**config.mk**
```make
export PLATFORM = sky130hd
export DESIGN_NAME = dmrfalu_sequencer_flat
export DESIGN_NICKNAME = d
export VERILOG_FILES = /design/src/rtl/dmrfalu_sequencer_if.sv /design/src/rtl/dmrfalu_sequencer.sv /design/src/flat_wrapper.sv
export SDC_FILE = /design/constraint.sdc
export NUM_CORES = 1
export LEC_CHECK = 0
export BUFFER_PORTS_ARGS = -buffer_cell sky130_fd_sc_hd__buf_2
export CAP_MARGIN = 40
export CORE_MARGIN = 10
export CORE_UTILIZATION = 30
export CTS_CLUSTER_DIAMETER = 120
export DETAILED_ROUTE_END_ITERATION = 10
export PLACE_DENSITY = 0.51
export SLEW_MARGIN = 15
export SYNTH_ARGS = -nofsm -noshare
export SYNTH_HDL_FRONTEND = slang
export SYNTH_SLANG_ARGS = --single-unit
```
**constraint.sdc**
```tcl
create_clock -name clk -period 2.5 [get_ports clk]
set_input_delay 0.125 -clock clk [delete_from_list [all_inputs] [get_ports clk]]
set_output_delay 0.125 -clock clk [all_outputs]
set_load 0.03 [all_outputs]
```
**src/rtl/dmrfalu_sequencer_if.sv**
```systemverilog
// Handshake and datapath-control bundle between an instruction source and the sequencer.
// master drives start/instr/Zero; slave (the sequencer) drives the control strobes.
interface dmrfalu_sequencer_if #(
  parameter int unsigned CNT_W = 16
) ();
  logic             start;
  logic [31:0]      instr;
  logic             Zero;
  logic             busy;
  logic             done;
  logic             illegal;
  logic             branch_taken;
  logic [4:0]       Read1;
  logic [4:0]       Read2;
  logic [4:0]       WriteReg;
  logic [1:0]       ALUOp;
  logic [5:0]       FuncCode;
  logic             ALUSrc;
  logic             MemRead;
  logic             MemWrite;
  logic             MemToReg;
  logic             RegWrite;
  logic [CNT_W-1:0] retired;

  modport master (
    output start, instr, Zero,
    input  busy, done, illegal, branch_taken, Read1, Read2, WriteReg, ALUOp, FuncCode,
    input  ALUSrc, MemRead, MemWrite, MemToReg, RegWrite, retired
  );

  modport slave (
    input  start, instr, Zero,
    output busy, done, illegal, branch_taken, Read1, Read2, WriteReg, ALUOp, FuncCode,
    output ALUSrc, MemRead, MemWrite, MemToReg, RegWrite, retired
  );
endinterface

```
**src/rtl/dmrfalu_sequencer.sv**
```systemverilog
// Multi-cycle MIPS control FSM: steps the DM/RF/ALU datapath through DECODE/EXEC/MEM/WB
// for one instruction per accepted start, and counts retired legal instructions.
module dmrfalu_sequencer #(
  parameter int unsigned CNT_W     = 16,
  parameter bit          IGNORE_R0 = 1'b1
) (
  input logic                clk,
  input logic                reset,
  dmrfalu_sequencer_if.slave bus
);

  localparam logic [5:0] OpRtype = 6'h00;
  localparam logic [5:0] OpLw    = 6'h23;
  localparam logic [5:0] OpSw    = 6'h2B;
  localparam logic [5:0] OpBeq   = 6'h04;
  localparam logic [5:0] OpAddi  = 6'h08;

  typedef enum logic [2:0] {StIdle, StDecode, StExec, StMem, StWb, StDone} state_e;

  typedef struct packed {
    logic [4:0] read1;
    logic [4:0] read2;
    logic [4:0] write_reg;
    logic [1:0] alu_op;
    logic [5:0] func_code;
    logic       alu_src;
    logic       mem_read;
    logic       mem_write;
    logic       mem_to_reg;
    logic       reg_write;
  } strobes_t;

  state_e           state_q, state_d;
  logic [31:0]      ir_q, ir_d;
  logic             illegal_q, illegal_d;
  logic             taken_q, taken_d;
  logic             busy_q, done_q;
  strobes_t         out_q;
  logic [CNT_W-1:0] retired_q;
  logic             unused_shamt;

  function automatic logic is_rtype(logic [31:0] ir);
    return (ir[31:26] == OpRtype) &&
           (ir[5:0] inside {6'h20, 6'h22, 6'h24, 6'h25, 6'h2A});
  endfunction

  function automatic logic is_legal(logic [31:0] ir);
    return is_rtype(ir) || (ir[31:26] inside {OpLw, OpSw, OpBeq, OpAddi});
  endfunction

  // Moore decode of (state, ir); evaluated on the next state so outputs can be registered.
  function automatic strobes_t decode(state_e st, logic [31:0] ir);
    strobes_t   s;
    logic       r, lw, sw, beq, addi;
    s    = '0;
    r    = is_rtype(ir);
    lw   = (ir[31:26] == OpLw);
    sw   = (ir[31:26] == OpSw);
    beq  = (ir[31:26] == OpBeq);
    addi = (ir[31:26] == OpAddi);
    if (st inside {StDecode, StExec, StMem, StWb}) begin
      s.read1 = ir[25:21];
      s.read2 = ir[20:16];
    end
    if (st == StExec) begin
      s.alu_op = r ? 2'b10 : (beq ? 2'b01 : 2'b00);
      if (r) s.func_code = ir[5:0];
    end
    if ((st == StExec || st == StMem) && (lw || sw || addi)) s.alu_src = 1'b1;
    if (st == StMem) begin
      s.mem_read  = lw;
      s.mem_write = sw;
    end
    if (st == StWb) begin
      s.write_reg  = r ? ir[15:11] : ir[20:16];
      s.mem_to_reg = lw;
      s.reg_write  = !(IGNORE_R0 && (s.write_reg == 5'd0));
    end
    return s;
  endfunction

  always_comb begin
    state_d   = state_q;
    ir_d      = ir_q;
    illegal_d = illegal_q;
    taken_d   = taken_q;
    unique case (state_q)
      StIdle: begin
        if (bus.start) begin
          state_d   = StDecode;
          ir_d      = bus.instr;
          illegal_d = 1'b0;
          taken_d   = 1'b0;
        end
      end
      StDecode: begin
        if (!is_legal(ir_q)) begin
          state_d   = StDone;
          illegal_d = 1'b1;
        end else begin
          state_d = StExec;
        end
      end
      StExec: begin
        if (ir_q[31:26] == OpLw || ir_q[31:26] == OpSw) begin
          state_d = StMem;
        end else if (ir_q[31:26] == OpBeq) begin
          state_d = StDone;
          taken_d = bus.Zero;
        end else begin
          state_d = StWb;
        end
      end
      StMem:   state_d = (ir_q[31:26] == OpSw) ? StDone : StWb;
      StWb:    state_d = StDone;
      StDone:  state_d = StIdle;
      default: state_d = StIdle;
    endcase
  end

  always_ff @(posedge clk) begin
    if (reset) begin
      state_q   <= StIdle;
      ir_q      <= '0;
      illegal_q <= 1'b0;
      taken_q   <= 1'b0;
      busy_q    <= 1'b0;
      done_q    <= 1'b0;
      out_q     <= '0;
      retired_q <= '0;
    end else begin
      state_q   <= state_d;
      ir_q      <= ir_d;
      illegal_q <= illegal_d;
      taken_q   <= taken_d;
      busy_q    <= (state_d != StIdle);
      done_q    <= (state_d == StDone);
      out_q     <= decode(state_d, ir_d);
      if (state_q == StDone && !illegal_q) retired_q <= retired_q + CNT_W'(1);
    end
  end

  assign unused_shamt     = ^ir_q[10:6];

  assign bus.busy         = busy_q;
  assign bus.done         = done_q;
  assign bus.illegal      = illegal_q;
  assign bus.branch_taken = taken_q;
  assign bus.Read1        = out_q.read1;
  assign bus.Read2        = out_q.read2;
  assign bus.WriteReg     = out_q.write_reg;
  assign bus.ALUOp        = out_q.alu_op;
  assign bus.FuncCode     = out_q.func_code;
  assign bus.ALUSrc       = out_q.alu_src;
  assign bus.MemRead      = out_q.mem_read;
  assign bus.MemWrite     = out_q.mem_write;
  assign bus.MemToReg     = out_q.mem_to_reg;
  assign bus.RegWrite     = out_q.reg_write;
  assign bus.retired      = retired_q;

endmodule

```
**src/flat_wrapper.sv**
```systemverilog
// flat-port wrapper written by rule: the top's interface ports become plain ports
module dmrfalu_sequencer_flat 
#(
  parameter int unsigned CNT_W     = 16,
  parameter bit          IGNORE_R0 = 1'b1
)
  (clk, reset, bus_start, bus_instr, bus_Zero, bus_busy, bus_done, bus_illegal, bus_branch_taken, bus_Read1, bus_Read2, bus_WriteReg, bus_ALUOp, bus_FuncCode, bus_ALUSrc, bus_MemRead, bus_MemWrite, bus_MemToReg, bus_RegWrite, bus_retired);
  dmrfalu_sequencer_if #(.CNT_W(CNT_W)) bus_i ();
  input logic clk;
  input logic reset;
  input wire logic [$bits(bus_i.start)-1:0] bus_start;
  input wire logic [$bits(bus_i.instr)-1:0] bus_instr;
  input wire logic [$bits(bus_i.Zero)-1:0] bus_Zero;
  output wire logic [$bits(bus_i.busy)-1:0] bus_busy;
  output wire logic [$bits(bus_i.done)-1:0] bus_done;
  output wire logic [$bits(bus_i.illegal)-1:0] bus_illegal;
  output wire logic [$bits(bus_i.branch_taken)-1:0] bus_branch_taken;
  output wire logic [$bits(bus_i.Read1)-1:0] bus_Read1;
  output wire logic [$bits(bus_i.Read2)-1:0] bus_Read2;
  output wire logic [$bits(bus_i.WriteReg)-1:0] bus_WriteReg;
  output wire logic [$bits(bus_i.ALUOp)-1:0] bus_ALUOp;
  output wire logic [$bits(bus_i.FuncCode)-1:0] bus_FuncCode;
  output wire logic [$bits(bus_i.ALUSrc)-1:0] bus_ALUSrc;
  output wire logic [$bits(bus_i.MemRead)-1:0] bus_MemRead;
  output wire logic [$bits(bus_i.MemWrite)-1:0] bus_MemWrite;
  output wire logic [$bits(bus_i.MemToReg)-1:0] bus_MemToReg;
  output wire logic [$bits(bus_i.RegWrite)-1:0] bus_RegWrite;
  output wire logic [$bits(bus_i.retired)-1:0] bus_retired;
  assign bus_i.start = bus_start;
  assign bus_i.instr = bus_instr;
  assign bus_i.Zero = bus_Zero;
  assign bus_busy = bus_i.busy;
  assign bus_done = bus_i.done;
  assign bus_illegal = bus_i.illegal;
  assign bus_branch_taken = bus_i.branch_taken;
  assign bus_Read1 = bus_i.Read1;
  assign bus_Read2 = bus_i.Read2;
  assign bus_WriteReg = bus_i.WriteReg;
  assign bus_ALUOp = bus_i.ALUOp;
  assign bus_FuncCode = bus_i.FuncCode;
  assign bus_ALUSrc = bus_i.ALUSrc;
  assign bus_MemRead = bus_i.MemRead;
  assign bus_MemWrite = bus_i.MemWrite;
  assign bus_MemToReg = bus_i.MemToReg;
  assign bus_RegWrite = bus_i.RegWrite;
  assign bus_retired = bus_i.retired;
  dmrfalu_sequencer #(.CNT_W(CNT_W), .IGNORE_R0(IGNORE_R0)) u_core (.clk(clk), .reset(reset), .bus(bus_i));
endmodule
```
# Word-level counts from Yosys, hierarchy flattened
# Cells that the tools add are included.
[word_totals]
regBits = 83
in_bits = 36
output_inout_bits = 48
elab_cells = 106
[op_classes]
n_addsub = 1
n_eq_ne = 32
mux = 18
bitwise = 5
reduce_logical = 31
[op_table]
columns = ["operator", "count"]
rows = [
  ["$eq A6 B6 Y1 const B", 14],
  ["$mux W32", 2],
  ["$add A16 B1 Y16 const B", 1],
  ["$pmux W3 S5", 1],
  ["$eq A3 B2 Y1 const B", 4],
  ["$eq A3 B3 Y1 const B", 4],
  ["$eq A6 B3 Y1 const B", 2],
  ["$eq A6 B4 Y1 const B", 2],
  ["$logic_not A6 Y1", 2],
  ["$reduce_bool A5 Y1", 2],
  ["$mux W3", 3],
  ["$mux W1", 8],
  ["$reduce_bool A4 Y1", 2],
  ["$reduce_or A2 Y1", 4],
  ["$eq A3 B1 Y1 const B", 2],
  ["$ne A2 B2 Y1 const B", 3],
  ["$reduce_or A3 Y1", 2],
  ["$logic_not A5 Y1", 1],
  ["$logic_or A1 B1 Y1", 5],
  ["$mux W5", 1],
  ["$not A1 Y1", 5],
  ["$logic_and A1 B1 Y1", 4],
  ["$pmux W1 S2", 2],
  ["$reduce_and A4 Y1", 1],
  ["8 further kinds", 10],
]

# Depth between registers and ports, before layout
[depth]
ltp_word = 10
ltp_mapped = 8
mapped_depth_nobuf = 6

# Least setup slack after synthesis
# OpenSTA, ideal clock, no wires.
[synth_path]
path_kind = "reg2reg"
startpoint = "register u_core.state_q[1]"
endpoint = "register u_core.out_q (netlist bit u_core.bus.RegWrite)"
setup_time_ps = 100
arrival_ps = 1674
required_ps = 2400
setup_slack_ps = 726
path_stages_with_launch = 9
path_buffers = 3
period_less_slack_ps = 1774
cell_sequence = "dfxtp_1 -> buf_6 -> nor4b_4 -> buf_6 -> nand3_2 -> a22oi_4 -> buf_6 -> nor2_2 -> a2111oi_4"
[synth_between]
elab_chain_len = 8
elab_cells_between_ends = 22
classes_between = "eq/ne: 10; mux: 4; bitwise: 1; reduce/logical: 7"
[synth_lines]
columns = ["item", "line", "rtl"]
rows = [
  ["from (decl)", "dmrfalu_sequencer.sv:33", "state_e state_q, state_d;"],
  ["from (signal assigned)", "dmrfalu_sequencer.sv:123", "state_q <= StIdle;"],
  ["from (signal assigned)", "dmrfalu_sequencer.sv:132", "state_q <= state_d;"],
  ["$logic_not A3 Y1", "dmrfalu_sequencer.sv:87", "unique case (state_q)"],
  ["$mux W32", "dmrfalu_sequencer.sv:87", ""],
  ["$eq A6 B6 Y1", "dmrfalu_sequencer.sv:44", "(ir[5:0] inside {6'h20, 6'h22, 6'h24, 6'h25, 6'h2A});"],
  ["$reduce_bool A5 Y1", "dmrfalu_sequencer.sv:44", ""],
  ["$logic_and A1 B1 Y1", "dmrfalu_sequencer.sv:43", "return (ir[31:26] == OpRtype) &&"],
  ["$mux W5", "dmrfalu_sequencer.sv:75", "s.write_reg = r ? ir[15:11] : ir[20:16];"],
  ["$logic_not A5 Y1", "dmrfalu_sequencer.sv:77", "s.reg_write = !(IGNORE_R0 && (s.write_reg == 5'd0));"],
  ["$logic_not A1 Y1", "dmrfalu_sequencer.sv:77", ""],
  ["to (signal assigned)", "dmrfalu_sequencer.sv:138", "out_q <= decode(state_d, ir_d);"],
  ["to (decl)", "dmrfalu_sequencer.sv:38", "strobes_t out_q;"],
]
# Parallel ways exist; a longest one is shown, timed or not.
# A chain may end at the register's enable or synchronous reset.

# Worst setup path after layout
[layout_path]
startpoint = "register u_core.state_q[0]"
endpoint = "register u_core.out_q (netlist bit u_core.bus.RegWrite)"
# The elaborated chain is that of the path after synthesis.

==> results.sh <==
export IMPL_tritoncts="done"
export IMPL_setup_tns_ns=0
export IMPL_viasPerCell=4.66
export IMPL_die_x_um=125
export IMPL_post_dp_cell_area_um2=3780
export IMPL_ys_ff_latch=78
export IMPL_dr_pass1_iters=4
export IMPL_worstPathArrival_ns=2.41
export IMPL_cts_num_sinks=78
export IMPL_die_h_um=125
export IMPL_comb_power_share_pct=22.7
export IMPL_setup_ws_ns=0.341
export IMPL_grt_max_degree=32
export IMPL_yosysWarnings=0
export IMPL_start_kind="flop"
export IMPL_syn_area_um2=3280
export IMPL_core_area_um2=10800
export IMPL_drtIter0Drc=104
export IMPL_pin_count=84
export IMPL_synthFlopType="dfxtp_1"
export IMPL_path_max_fanout=18
export IMPL_ctsResizeCount=0
export IMPL_clockPowerShare_pct=33.0
export IMPL_worstPathRequired_ns=2.75
export IMPL_drv_cap=0
export IMPL_cts_setup_buffers=0
export IMPL_htree_levels=3
export IMPL_grt_overflow=0
export IMPL_finalSetupViolCount=0
export IMPL_ctsLongestPathBuffers=2
export IMPL_leakagePower_nw=1.72
export IMPL_ant_nets=0
export IMPL_gp_congestion=0.771
export IMPL_status="finished clean"
export IMPL_final_util_pct=37.8
export IMPL_stdcell_count=569
export IMPL_clk_insertion_delay_late_ns=0.35
export IMPL_antenna_cells=0
export IMPL_power_switching_mw=1.00
export IMPL_ir_worst_vdd_v=0.000268
export IMPL_numCtsBuffers=9
export IMPL_dp_cells=545
export IMPL_hold_viol=0
export IMPL_antenna_found_initial=0
export IMPL_design_area_um2=4080
export IMPL_dp_slack_ns=0.370
export IMPL_nets=461
export IMPL_critPathKind="reg2reg"
export IMPL_rows=38
export IMPL_vias=2650
export IMPL_synth_cells=339
export IMPL_drive_gt1_share_pct=28.7
export IMPL_p_total_mw=3.16
export IMPL_seqPwrFrac_pct=44.3
export IMPL_routed_wl_um=8320
export IMPL_synthArstFlopShare_pct=0
export IMPL_syn_nets=376
export IMPL_slew_violations=0
export IMPL_drt_wirelength_per_cell_um=14.6
export IMPL_synth_cell_types=61
export IMPL_syn_mean_instance_area_um2=9.68
export IMPL_clk_pin_slew_worst_paths_ns=0.09
export IMPL_swShare_pct=31.7
export IMPL_fmax_ghz=0.463
export IMPL_skew_ns=0.00988
export IMPL_whs_ns=0.0318
export IMPL_area_delta_synth_final_pct=24.4
export IMPL_ys_seq_area_share_pct=47.6
export IMPL_cp_end_kind="flop"
export IMPL_fin_crit_ns=2.16
export IMPL_grt_pass1_wl_um=13700
export IMPL_cts_root_buf="clkbuf_8"
export IMPL_rsz0062_at_grt="no"
export IMPL_period_share_pct=86.4
export IMPL_die_area_um2=15500
export IMPL_hp_class="in2reg"
export IMPL_grt_pass1_vias=2650
export IMPL_synth_enable_flop_cells=0
export IMPL_grt_use_total_pct=10.8
export IMPL_dp_hpwl_um=6130
export IMPL_p_int_mw=2.16
export IMPL_drcViolationCount=0
export IMPL_p_per_area_nw_per_um2=775
export IMPL_port_buffers=78
export IMPL_initial_core_util_pct=30.4
path summary, 6_finish.rpt:
kind	startpoint	endpoint	slack (ns)	cells after the start
setup / recovery	u_core.state_q[0]	u_core.bus.RegWrite	0.34	6
hold / removal	bus_instr[21]	u_core.ir_q[21]	0.03	3
setup reg to reg	u_core.state_q[0]	u_core.bus.RegWrite	0.34	6
hold reg to reg	u_core.ir_q[25]	u_core.ir_q[25]	0.46	2
area by class of cell:
type / instances / area [µm²]
fillers: 1131 / 6710
multi-input cells: 236 / 1590
flip-flops and latches: 78 / 1560
repair buffers: 91 / 508
well taps: 140 / 175
clock buffers: 9 / 124
clock inverters: 7 / 98.8
inverters: 8 / 30.0
power groups by stage:
stage | Combinational, mW | Clock, mW | Sequential [mW]
after floorplan | 0.485 | 0 | 1.48
after detailed placement | 0.714 | 0 | 1.43
final | 0.718 | 1.04 | 1.40
after global routing | 0.793 | 1.14 | 1.41
after global placement | 0.710 | 0 | 1.43
after CTS | 0.726 | 1.09 | 1.40
metal layers:
metal | vias up | part of all wire (%) | GRT usage, %
li1 | 1352 | - | -
met5 | - | 0 | 0
met2 | 53 | 48 | 17.5
met4 | 0 | 1.7 | 4.73
met3 | 11 | 4.7 | 3.23
met1 | 1234 | 46 | 12.7
registers in the layout (all words and copies together) (netlist names), 2 cells and up:
| signal | cells |
|---|---|
| u_core.bus.WriteReg | 5 |
| u_core.bus.Read1 | 5 |
| u_core.bus.retired | 16 |
| u_core.bus.FuncCode | 6 |
| u_core.bus.Read2 | 5 |
| u_core.state_q | 3 |
| u_core.bus.ALUOp | 2 |
| u_core.ir_q | 27 |
synth_stat cells, types with 2 or more instances:
cell	count	area, µm²
dfxtp_1	78	1560
nor2_1	50	188
nand2_1	35	131
a21oi_1	19	95.1
mux2i_1	17	170
xor2_1	13	114
nand3_1	11	55.1
a21boi_1	10	75.1
inv_1	8	30.0
nor3_1	8	40.0
clkbuf_1	7	26.3
a2111oi_2	5	75.1
and3_1	5	31.3
buf_2	5	25.0
nor2b_1	5	31.3
buf_6	4	45.0
nand2b_1	4	25.0
nand4_1	4	25.0
nor4_1	3	18.8
a21boi_0	2	15.0
and4_1	2	17.5
nor3b_1	2	15.0
or2_1	2	12.5
or4_1	2	15.0
xnor2_1	2	17.5
layout by cell type, fill, tap and decap left out, drive strengths merged, types with 3 or more instances in the layout:
| cell | instances |
|---|---|
| nor4 | 5 |
| and3 | 5 |
| nor3 | 8 |
| nand4 | 5 |
| clkinv | 4 |
| or2 | 3 |
| nand3 | 12 |
| buf | 83 |
| xor2 | 13 |
| nand2b | 4 |
| nor2 | 51 |
| a21boi | 12 |
| a2111oi | 6 |
| dlygate4sd3 | 8 |
| nand2 | 35 |
| inv | 8 |
| a21oi | 19 |
| nor2b | 5 |
| clkbuf | 9 |
| mux2i | 17 |
| dfxtp | 78 |
worst max-delay path, stage by stage (launching register included):
cell,delay (ns)
dfxtp_1,0.45
nor4b_4,0.35
buf_4,0.29
nand3_2,0.15
a22oi_4,0.39
nor2_2,0.10
a2111oi_4,0.30
logic make-up (layout without fill, tap and decap cells):
kind of cell | after synthesis | count (layout) | synth area share (%)
and+or+nand+nor | 145 | 145 | 23.1
DFF | 78 | 78 | 47.6
AOI/OAI and AO/OA | 57 | 57 | 15.5
buffers and inverters | 25 | 115 | 4.08
muxes | 17 | 17 | 5.18
xor gates and xnor gates | 15 | 15 | 4.00
adders and majority gates | 1 | 1 | 0.381
other | 1 | 1 | 0.114
repair_timing:
item                                   4_1_cts  5_1_grt
setup endpoints to repair                    0        0
hold buffers                                 8        0
endpoints found under the hold margin        8        0
Note: power is estimated with default switching activity, not from simulation.
